`config.mk`:
```
export PLATFORM = sky130hd
export DESIGN_NAME = operand_entry_flat
export DESIGN_NICKNAME = d
export VERILOG_FILES = /design/src/rtl/operand_entry_if.sv /design/src/rtl/operand_entry.sv /design/src/flat_wrapper.sv
export SDC_FILE = /design/constraint.sdc
export NUM_CORES = 1
export LEC_CHECK = 0
export ABC_AREA = 1
export CAP_MARGIN = 5
export CELL_PAD_IN_SITES_DETAIL_PLACEMENT = 1
export CELL_PAD_IN_SITES_GLOBAL_PLACEMENT = 2
export CORE_ASPECT_RATIO = 1.1
export CORE_MARGIN = 2
export CORE_UTILIZATION = 29
export CTS_CLUSTER_DIAMETER = 50
export DETAILED_ROUTE_END_ITERATION = 6
export GPL_TIMING_DRIVEN = 0
export PLACE_DENSITY_LB_ADDON = 0.1
export SLEW_MARGIN = 25
export SYNTH_ARGS = -nofsm -noshare
export SYNTH_HDL_FRONTEND = slang
export SYNTH_SLANG_ARGS = --single-unit
```
`constraint.sdc`:
```
create_clock -name clk -period 2.55 [get_ports clk]
set_input_delay 0.3825 -clock clk [delete_from_list [all_inputs] [get_ports clk]]
set_output_delay 0.3825 -clock clk [all_outputs]
set_load 0.02 [all_outputs]
```
`src/rtl/operand_entry_if.sv`:
```
// Key-event, compute-request and display signals between the calculator
// environment and operand_entry. slave = operand_entry, master = its surroundings.
interface operand_entry_if #(
  parameter int DATA_W = 16
) ();
  logic              KeyRdy;
  logic              KeyRd;
  logic [3:0]        keypad_input;
  logic [2:0]        operator_input;
  logic              equal_input;
  logic [DATA_W-1:0] op_a;
  logic [DATA_W-1:0] op_b;
  logic [2:0]        op_code;
  logic              calc_valid;
  logic              calc_ready;
  logic [DATA_W-1:0] result;
  logic              result_valid;
  logic [DATA_W-1:0] display_value;
  logic              entry_err;

  modport slave (
    input  KeyRdy, keypad_input, operator_input, equal_input,
    input  calc_ready, result, result_valid,
    output KeyRd, op_a, op_b, op_code, calc_valid, display_value, entry_err
  );

  modport master (
    output KeyRdy, keypad_input, operator_input, equal_input,
    output calc_ready, result, result_valid,
    input  KeyRd, op_a, op_b, op_code, calc_valid, display_value, entry_err
  );
endinterface

```
`src/rtl/operand_entry.sv`:
```
// Calculator operand entry: assembles decimal key digits into signed operands,
// issues compute requests to the ALU and drives the display value.
//
// state   | meaning
// S_A     | entering operand A
// S_B     | operator chosen, entering operand B
// S_ISSUE | compute request held until ALU accepts
// S_WAIT  | waiting for ALU result strobe
// S_DONE  | result shown, next digit starts new entry
module operand_entry #(
  parameter int DATA_W = 16
) (
  input  logic           clk,
  input  logic           nRST,
  operand_entry_if.slave bus
);

  localparam logic [DATA_W+3:0] MAG_MAX = {5'd0, {(DATA_W-1){1'b1}}};
  localparam logic [2:0]        OP_SUB  = 3'b010;
  localparam logic [2:0]        OP_CLR  = 3'b111;

  typedef enum logic [2:0] {S_A, S_B, S_ISSUE, S_WAIT, S_DONE} state_t;
  typedef enum logic [1:0] {K_IDLE, K_ACK, K_REL} kstate_t;

  state_t            r_state;
  kstate_t           r_kstate;
  logic              r_key_rd;
  logic [3:0]        r_key_d;
  logic [2:0]        r_key_op;
  logic              r_key_eq;
  logic [DATA_W-1:0] r_mag_a, r_mag_b;
  logic              r_neg_a, r_neg_b;
  logic              r_seen_a, r_seen_b;
  logic [2:0]        r_op_code, r_pend_op;
  logic              r_calc_valid;
  logic [DATA_W-1:0] r_display;
  logic              r_entry_err;

  logic [DATA_W-1:0] w_sa, w_sb, w_disp, w_res_mag;
  logic [DATA_W+3:0] w_acc_a, w_acc_b;
  logic              w_ok_a, w_ok_b, w_res_neg;
  logic              w_key_en, w_proc, w_is_dig, w_is_op, w_is_eq, w_is_clr;

  assign w_sa = (r_mag_a ^ {DATA_W{r_neg_a}}) + DATA_W'(r_neg_a);
  assign w_sb = (r_mag_b ^ {DATA_W{r_neg_b}}) + DATA_W'(r_neg_b);

  // mag*10 + d as shift-add, wide enough that overflow is visible
  assign w_acc_a = ({4'd0, r_mag_a} << 3) + ({4'd0, r_mag_a} << 1) + {{DATA_W{1'b0}}, r_key_d};
  assign w_acc_b = ({4'd0, r_mag_b} << 3) + ({4'd0, r_mag_b} << 1) + {{DATA_W{1'b0}}, r_key_d};
  assign w_ok_a  = (w_acc_a <= MAG_MAX);
  assign w_ok_b  = (w_acc_b <= MAG_MAX);

  assign w_res_neg = bus.result[DATA_W-1];
  assign w_res_mag = (bus.result ^ {DATA_W{w_res_neg}}) + DATA_W'(w_res_neg);

  assign w_key_en = (r_state == S_A) || (r_state == S_B) || (r_state == S_DONE);
  assign w_proc   = (r_kstate == K_ACK);
  assign w_is_eq  = r_key_eq;
  assign w_is_clr = !r_key_eq && (r_key_op == OP_CLR);
  assign w_is_op  = !r_key_eq && (r_key_op >= 3'b001) && (r_key_op <= 3'b100);
  assign w_is_dig = !r_key_eq && (r_key_op == 3'b000) && (r_key_d <= 4'd9);

  always_comb begin
    w_disp = w_sa;
    case (r_state)
      S_A:              w_disp = w_sa;
      S_B:              w_disp = r_seen_b ? w_sb : w_sa;
      S_ISSUE, S_WAIT:  w_disp = w_sb;
      S_DONE:           w_disp = w_sa;
      default:          w_disp = w_sa;
    endcase
  end

  always_ff @(posedge clk or negedge nRST) begin
    if (!nRST) begin
      r_state      <= S_A;
      r_kstate     <= K_IDLE;
      r_key_rd     <= 1'b0;
      r_key_d      <= '0;
      r_key_op     <= '0;
      r_key_eq     <= 1'b0;
      r_mag_a      <= '0;
      r_mag_b      <= '0;
      r_neg_a      <= 1'b0;
      r_neg_b      <= 1'b0;
      r_seen_a     <= 1'b0;
      r_seen_b     <= 1'b0;
      r_op_code    <= '0;
      r_pend_op    <= '0;
      r_calc_valid <= 1'b0;
      r_display    <= '0;
      r_entry_err  <= 1'b0;
    end else begin
      r_key_rd  <= 1'b0;
      r_display <= w_disp;

      // Key handshake: capture once, acknowledge once, then wait for release
      case (r_kstate)
        K_IDLE: if (w_key_en && bus.KeyRdy) begin
          r_key_d  <= bus.keypad_input;
          r_key_op <= bus.operator_input;
          r_key_eq <= bus.equal_input;
          r_key_rd <= 1'b1;
          r_kstate <= K_ACK;
        end
        K_ACK:   r_kstate <= K_REL;
        K_REL:   if (!bus.KeyRdy) r_kstate <= K_IDLE;
        default: r_kstate <= K_IDLE;
      endcase

      if (w_proc && w_is_clr) begin
        r_state      <= S_A;
        r_mag_a      <= '0;
        r_mag_b      <= '0;
        r_neg_a      <= 1'b0;
        r_neg_b      <= 1'b0;
        r_seen_a     <= 1'b0;
        r_seen_b     <= 1'b0;
        r_op_code    <= '0;
        r_pend_op    <= '0;
        r_calc_valid <= 1'b0;
        r_display    <= '0;
        r_entry_err  <= 1'b0;
      end else begin
        case (r_state)
          S_A: if (w_proc) begin
            if (w_is_dig) begin
              if (w_ok_a) begin
                r_mag_a  <= w_acc_a[DATA_W-1:0];
                r_seen_a <= 1'b1;
              end else begin
                r_entry_err <= 1'b1;
              end
            end else if (w_is_op) begin
              if (r_seen_a) begin
                r_op_code   <= r_key_op;
                r_entry_err <= 1'b0;
                r_state     <= S_B;
              end else if (r_key_op == OP_SUB) begin
                r_neg_a <= ~r_neg_a;
              end
            end
          end
          S_B: if (w_proc) begin
            if (w_is_dig) begin
              if (w_ok_b) begin
                r_mag_b  <= w_acc_b[DATA_W-1:0];
                r_seen_b <= 1'b1;
              end else begin
                r_entry_err <= 1'b1;
              end
            end else if (w_is_op) begin
              if (r_seen_b) begin
                r_pend_op    <= r_key_op;
                r_calc_valid <= 1'b1;
                r_state      <= S_ISSUE;
              end else if (r_key_op == OP_SUB) begin
                r_neg_b <= ~r_neg_b;
              end else begin
                r_op_code <= r_key_op;
              end
            end else if (w_is_eq && r_seen_b) begin
              r_calc_valid <= 1'b1;
              r_state      <= S_ISSUE;
            end
          end
          S_ISSUE: if (r_calc_valid && bus.calc_ready) begin
            r_calc_valid <= 1'b0;
            r_state      <= S_WAIT;
          end
          S_WAIT: if (bus.result_valid) begin
            r_mag_a  <= w_res_mag;
            r_neg_a  <= w_res_neg;
            r_seen_a <= 1'b1;
            r_mag_b  <= '0;
            r_neg_b  <= 1'b0;
            r_seen_b <= 1'b0;
            if (r_pend_op != 3'b000) begin
              r_op_code <= r_pend_op;
              r_pend_op <= '0;
              r_state   <= S_B;
            end else begin
              r_state <= S_DONE;
            end
          end
          S_DONE: if (w_proc) begin
            if (w_is_dig) begin
              r_mag_a  <= {{(DATA_W-4){1'b0}}, r_key_d};
              r_neg_a  <= 1'b0;
              r_seen_a <= 1'b1;
              r_state  <= S_A;
            end else if (w_is_op) begin
              r_op_code <= r_key_op;
              r_state   <= S_B;
            end
          end
          default: r_state <= S_A;
        endcase
      end
    end
  end

  assign bus.KeyRd         = r_key_rd;
  assign bus.op_a          = w_sa;
  assign bus.op_b          = w_sb;
  assign bus.op_code       = r_op_code;
  assign bus.calc_valid    = r_calc_valid;
  assign bus.display_value = r_display;
  assign bus.entry_err     = r_entry_err;

endmodule
```
`src/flat_wrapper.sv`:
```
// flat-port wrapper written by rule: the top's interface ports become plain ports
module operand_entry_flat 
#(
  parameter int DATA_W = 16
)
  (clk, nRST, bus_KeyRdy, bus_keypad_input, bus_operator_input, bus_equal_input, bus_calc_ready, bus_result, bus_result_valid, bus_KeyRd, bus_op_a, bus_op_b, bus_op_code, bus_calc_valid, bus_display_value, bus_entry_err);
  operand_entry_if #(.DATA_W(DATA_W)) bus_i ();
  input  logic clk;
  input  logic nRST;
  input wire logic [$bits(bus_i.KeyRdy)-1:0] bus_KeyRdy;
  input wire logic [$bits(bus_i.keypad_input)-1:0] bus_keypad_input;
  input wire logic [$bits(bus_i.operator_input)-1:0] bus_operator_input;
  input wire logic [$bits(bus_i.equal_input)-1:0] bus_equal_input;
  input wire logic [$bits(bus_i.calc_ready)-1:0] bus_calc_ready;
  input wire logic [$bits(bus_i.result)-1:0] bus_result;
  input wire logic [$bits(bus_i.result_valid)-1:0] bus_result_valid;
  output wire logic [$bits(bus_i.KeyRd)-1:0] bus_KeyRd;
  output wire logic [$bits(bus_i.op_a)-1:0] bus_op_a;
  output wire logic [$bits(bus_i.op_b)-1:0] bus_op_b;
  output wire logic [$bits(bus_i.op_code)-1:0] bus_op_code;
  output wire logic [$bits(bus_i.calc_valid)-1:0] bus_calc_valid;
  output wire logic [$bits(bus_i.display_value)-1:0] bus_display_value;
  output wire logic [$bits(bus_i.entry_err)-1:0] bus_entry_err;
  assign bus_i.KeyRdy = bus_KeyRdy;
  assign bus_i.keypad_input = bus_keypad_input;
  assign bus_i.operator_input = bus_operator_input;
  assign bus_i.equal_input = bus_equal_input;
  assign bus_i.calc_ready = bus_calc_ready;
  assign bus_i.result = bus_result;
  assign bus_i.result_valid = bus_result_valid;
  assign bus_KeyRd = bus_i.KeyRd;
  assign bus_op_a = bus_i.op_a;
  assign bus_op_b = bus_i.op_b;
  assign bus_op_code = bus_i.op_code;
  assign bus_calc_valid = bus_i.calc_valid;
  assign bus_display_value = bus_i.display_value;
  assign bus_entry_err = bus_i.entry_err;
  operand_entry #(.DATA_W(DATA_W)) u_core (.clk(clk), .nRST(nRST), .bus(bus_i));
endmodule
```
==> impl_metrics.py <==
metrics = {
    "yosys": {
        "muxShareOfSynthArea": 0,
        "yosys.area_share.simple": 0.328,
        "synth_fa_ha_area_frac": 0.122,
        "synth_top_family_by_area": "simple AND/OR/NAND/NOR gates",
        "synth_cell_types": 49,
        "syn_inst": 1138,
        "async_flop_share": 1.00,
        "synth_flop_cell": "dfrtp_1",
        "synth_compound_area_frac": 0.109,
        "ys_warn_count": 0,
        "syn-cell-area_mm2": 0.00761,
        "synth_area_per_cell_um2": 6.69,
        "synth_seq_area_share": 0.243,
        "synth_seq_cells": 74,
        "syn_nets": 1239,
        "synth_edf_count": 0,
        "synth_xor_area_frac": 0.0983,
    },
    "clock_network": {
        "cts.clk_slew.worst_paths_ns": 0.07,
        "cts.sink_count": 74,
        "cts_tree": "built",
        "worstSkewPairLatency_ns": 0.35,
        "htree_num_levels": 3,
        "cts_buffers": 9,
        "clockBufferDepth": 2,
        "ctsRootBufferMaster": "clkbuf_16",
    },
    "global_routing": {
        "grt-ovfl-total": 0,
        "grt_max_degree": 46,
        "track_usage": 0.199,
        "grt_pass1_wl_mm": 43.0,
        "grt_pass1_vias": 8132,
        "antenna_found_initial": 0,
    },
    "sta": {
        "hold_viol_final": 0,
        "timing.final.crit_share": 1.08,
        "final_max_slew_viol_count": 0,
        "worst_slack_ns": -0.216,
        "max_freq_mhz": 362,
        "period_minus_slack_ns": 2.77,
        "finalClockSkew_ns": 0.0174,
        "maxSlewHeadroom": 0.484,
        "rsz0062_at_grt": "yes",
        "worst_pin_slew_ns": 0.774,
        "setup_viol": 48,
    },
    "floorplan": {
        "die_y_um": 174,
        "dieArea_mm2": 0.0276,
        "io_pins": 83,
        "core_mm2": 0.0260,
        "die_w_um": 158,
        "row_count": 62,
        "initial_core_util": 0.293,
    },
    "routing": {
        "wl_per_cell_um": 16.6,
        "routed_wl_mm": 27.8,
        "drtPass1Iterations": 4,
        "ant_nets": 0,
        "via_per_inst": 4.74,
        "drc": 0,
        "vias": 7959,
        "drtIter0Drc": 260,
    },
    "flow_run": {
        "drv_cap": 0,
    },
    "worst_setup_path": {
        "critical_path.most_common_cell": "nand2_2",
        "critPathMaxStageDelay_ns": 0.48,
        "regToRegStartpoint": "u_core.r_key_d[3]",
        "worst_path_max_delay_cell": "fa_2",
        "worstPathRequired_ns": 2.78,
        "r2r_slack_ns": -0.22,
        "worst-setup-path-type": "flip-flop to flip-flop",
        "crit_arrival_ns": 2.99,
        "reg2reg_to": "u_core.r_mag_a[14]",
        "path_cells": "inv_2 -> fa_2 -> fa_2 -> o21ai_2 -> nand2_1 -> nand2_2 -> nand2_2 -> nand3_2 -> nand2_2 -> inv_4 -> nand3_4 -> nand2_8 -> nand2_8 -> buf_6 -> nand2_2 -> nand2_1",
        "r2r_cells": 16,
        "critPathLaunchType": "flip-flop",
        "cp_max_fo": 6,
        "end_kind": "flip-flop",
    },
    "min_path": {
        "holdCritStartpoint": "u_core.bus.entry_err",
        "hp-class": "flip-flop to flip-flop",
        "holdPathEnd": "u_core.bus.entry_err",
        "hold-path-cell-count": 2,
    },
    "place": {
        "dp_hpwl_mm": 21.3,
        "placed_cell_area_mm2": 0.00892,
        "io_buffers": 82,
        "place.gp.congestion": 0.802,
        "dpl.cell_count": 1573,
    },
    "status": {
        "violations": "setup timing",
        "status": "finished, violations left",
    },
    "finish": {
        "fillers": 3174,
        "area_growth_pct": 50.9,
        "fin_nets": 1423,
        "final_cell_area_mm2": 0.0115,
        "final_cell_mix": "232 x nand2_1, 128 x inv_1, 82 x nor2_1",
        "antennaDiodeCount": 0,
        "post-route-util": 0.442,
        "final_common_cell": "nand2_1",
        "final_cells": 1679,
        "drive_gt1_frac": 0.338,
    },
}
## critical path: cells and delay by family, from the launching register on
family / cells / cell delay (ns)
adders and majority gates: 2 / 0.92
and+or+nand+nor: 10 / 0.81
DFF: 1 / 0.39
buffers and inverters: 3 / 0.36
AOI/OAI and AO/OA: 1 / 0.15
## cell usage after synthesis, types with 4 or more instances
library cell | n | area, um2
inv_2 | 11 | 41.3
xor2_1 | 42 | 368
nor3_2 | 4 | 40.0
a31oi_1 | 7 | 43.8
nand3_1 | 90 | 450
fa_1 | 4 | 80.1
xnor2_1 | 36 | 315
o21ai_0 | 47 | 235
nor2_1 | 94 | 353
o21ai_1 | 26 | 130
a21o_1 | 4 | 30.0
ha_1 | 68 | 851
a21oi_1 | 55 | 275
buf_6 | 6 | 67.6
nor3_1 | 14 | 70.1
xor2_2 | 4 | 65.1
nand4_1 | 20 | 125
dfrtp_1 | 74 | 1850
clkbuf_1 | 8 | 30.0
nand2_1 | 322 | 1210
nor2_2 | 9 | 56.3
inv_1 | 144 | 541
buf_2 | 7 | 35.0
nand2_2 | 8 | 50.1
## area by class of cell
| cell class | count | area, um2 | area share |
|---|---|---|---|
| multi-input combinational | 883 | 6400 | 0.557 |
| sequential | 74 | 1880 | 0.164 |
| timing repair buffer | 173 | 1620 | 0.141 |
| inverter | 155 | 584 | 0.0508 |
| tap | 352 | 440 | 0.0383 |
| buffer | 26 | 243 | 0.0211 |
| clock buffer | 10 | 239 | 0.0208 |
| clock inverter | 6 | 87.6 | 0.00762 |
## flip-flops by register name (all words and copies together), names as in the netlist, 2 cells and up
signal	count
u_core.r_key_op	3
u_core.bus.display_value	16
u_core.r_pend_op	3
u_core.r_state	3
u_core.r_mag_b	16
u_core.bus.op_code	3
u_core.r_kstate	2
u_core.r_key_d	4
u_core.r_mag_a	16
## repair_timing
item	CTS	global route
buffers inserted	39	46
endpoints found under the setup margin	64	61
hold buffers	1	0
endpoints found under the hold margin	19	0
resized for setup	268	206
pin swaps	58	66
gates cloned	4	0
## metrics by stage
step / worst slack (ns) / hold slack [ns] / TNS [ns]
4_1_cts: -0.275 / 0.492 / -8.36
3_3_place_gp: -1.84 / 0.468 / -157.15
6_report: -0.216 / 0.477 / -7.29
2_1_floorplan: -0.123 / 0.0869 / -1.40
3_5_place_dp: -0.734 / 0.360 / -22.95
5_1_grt: -0.353 / 0.536 / -13.78
## logic make-up (layout without fill, tap and decap cells)
kind of cell / Yosys count / count (layout)
buffers and inverters: 181 / 370
and+or+nand+nor: 576 / 576
AOI/OAI and AO/OA: 153 / 153
DFF: 74 / 74
adders and majority gates: 72 / 72
xor gates and xnor gates: 82 / 82
## per-layer routing
| metal | up-vias | wire, um | global-route usage |
|---|---|---|---|
| met5 | - | 0 | 0 |
| met4 | 0 | 233 | 0.0297 |
| met3 | 12 | 777 | 0.0212 |
| met2 | 111 | 13300 | 0.335 |
| met1 | 3795 | 13500 | 0.279 |
| li1 | 4041 | - | - |
## worst max path at each step
| stage | startpoint | endpoint | slack, ns |
|---|---|---|---|
| after detailed placement | u_core.r_mag_a[2] | u_core.r_mag_a[11] | -0.73 |
| after floorplan | u_core.r_mag_a[2] | u_core.r_mag_a[15] | -0.12 |
| after global placement | nRST | u_core.bus.op_code[2] | -1.84 |
| after global routing | u_core.r_mag_a[0] | u_core.r_mag_a[14] | -0.35 |
| final | u_core.r_key_d[3] | u_core.r_mag_a[14] | -0.22 |
| after CTS | u_core.r_neg_a | bus_op_a[14] | -0.27 |
Power is not shown: default switching activity piles up to over one toggle a cycle in this logic, so the estimate is an artifact.
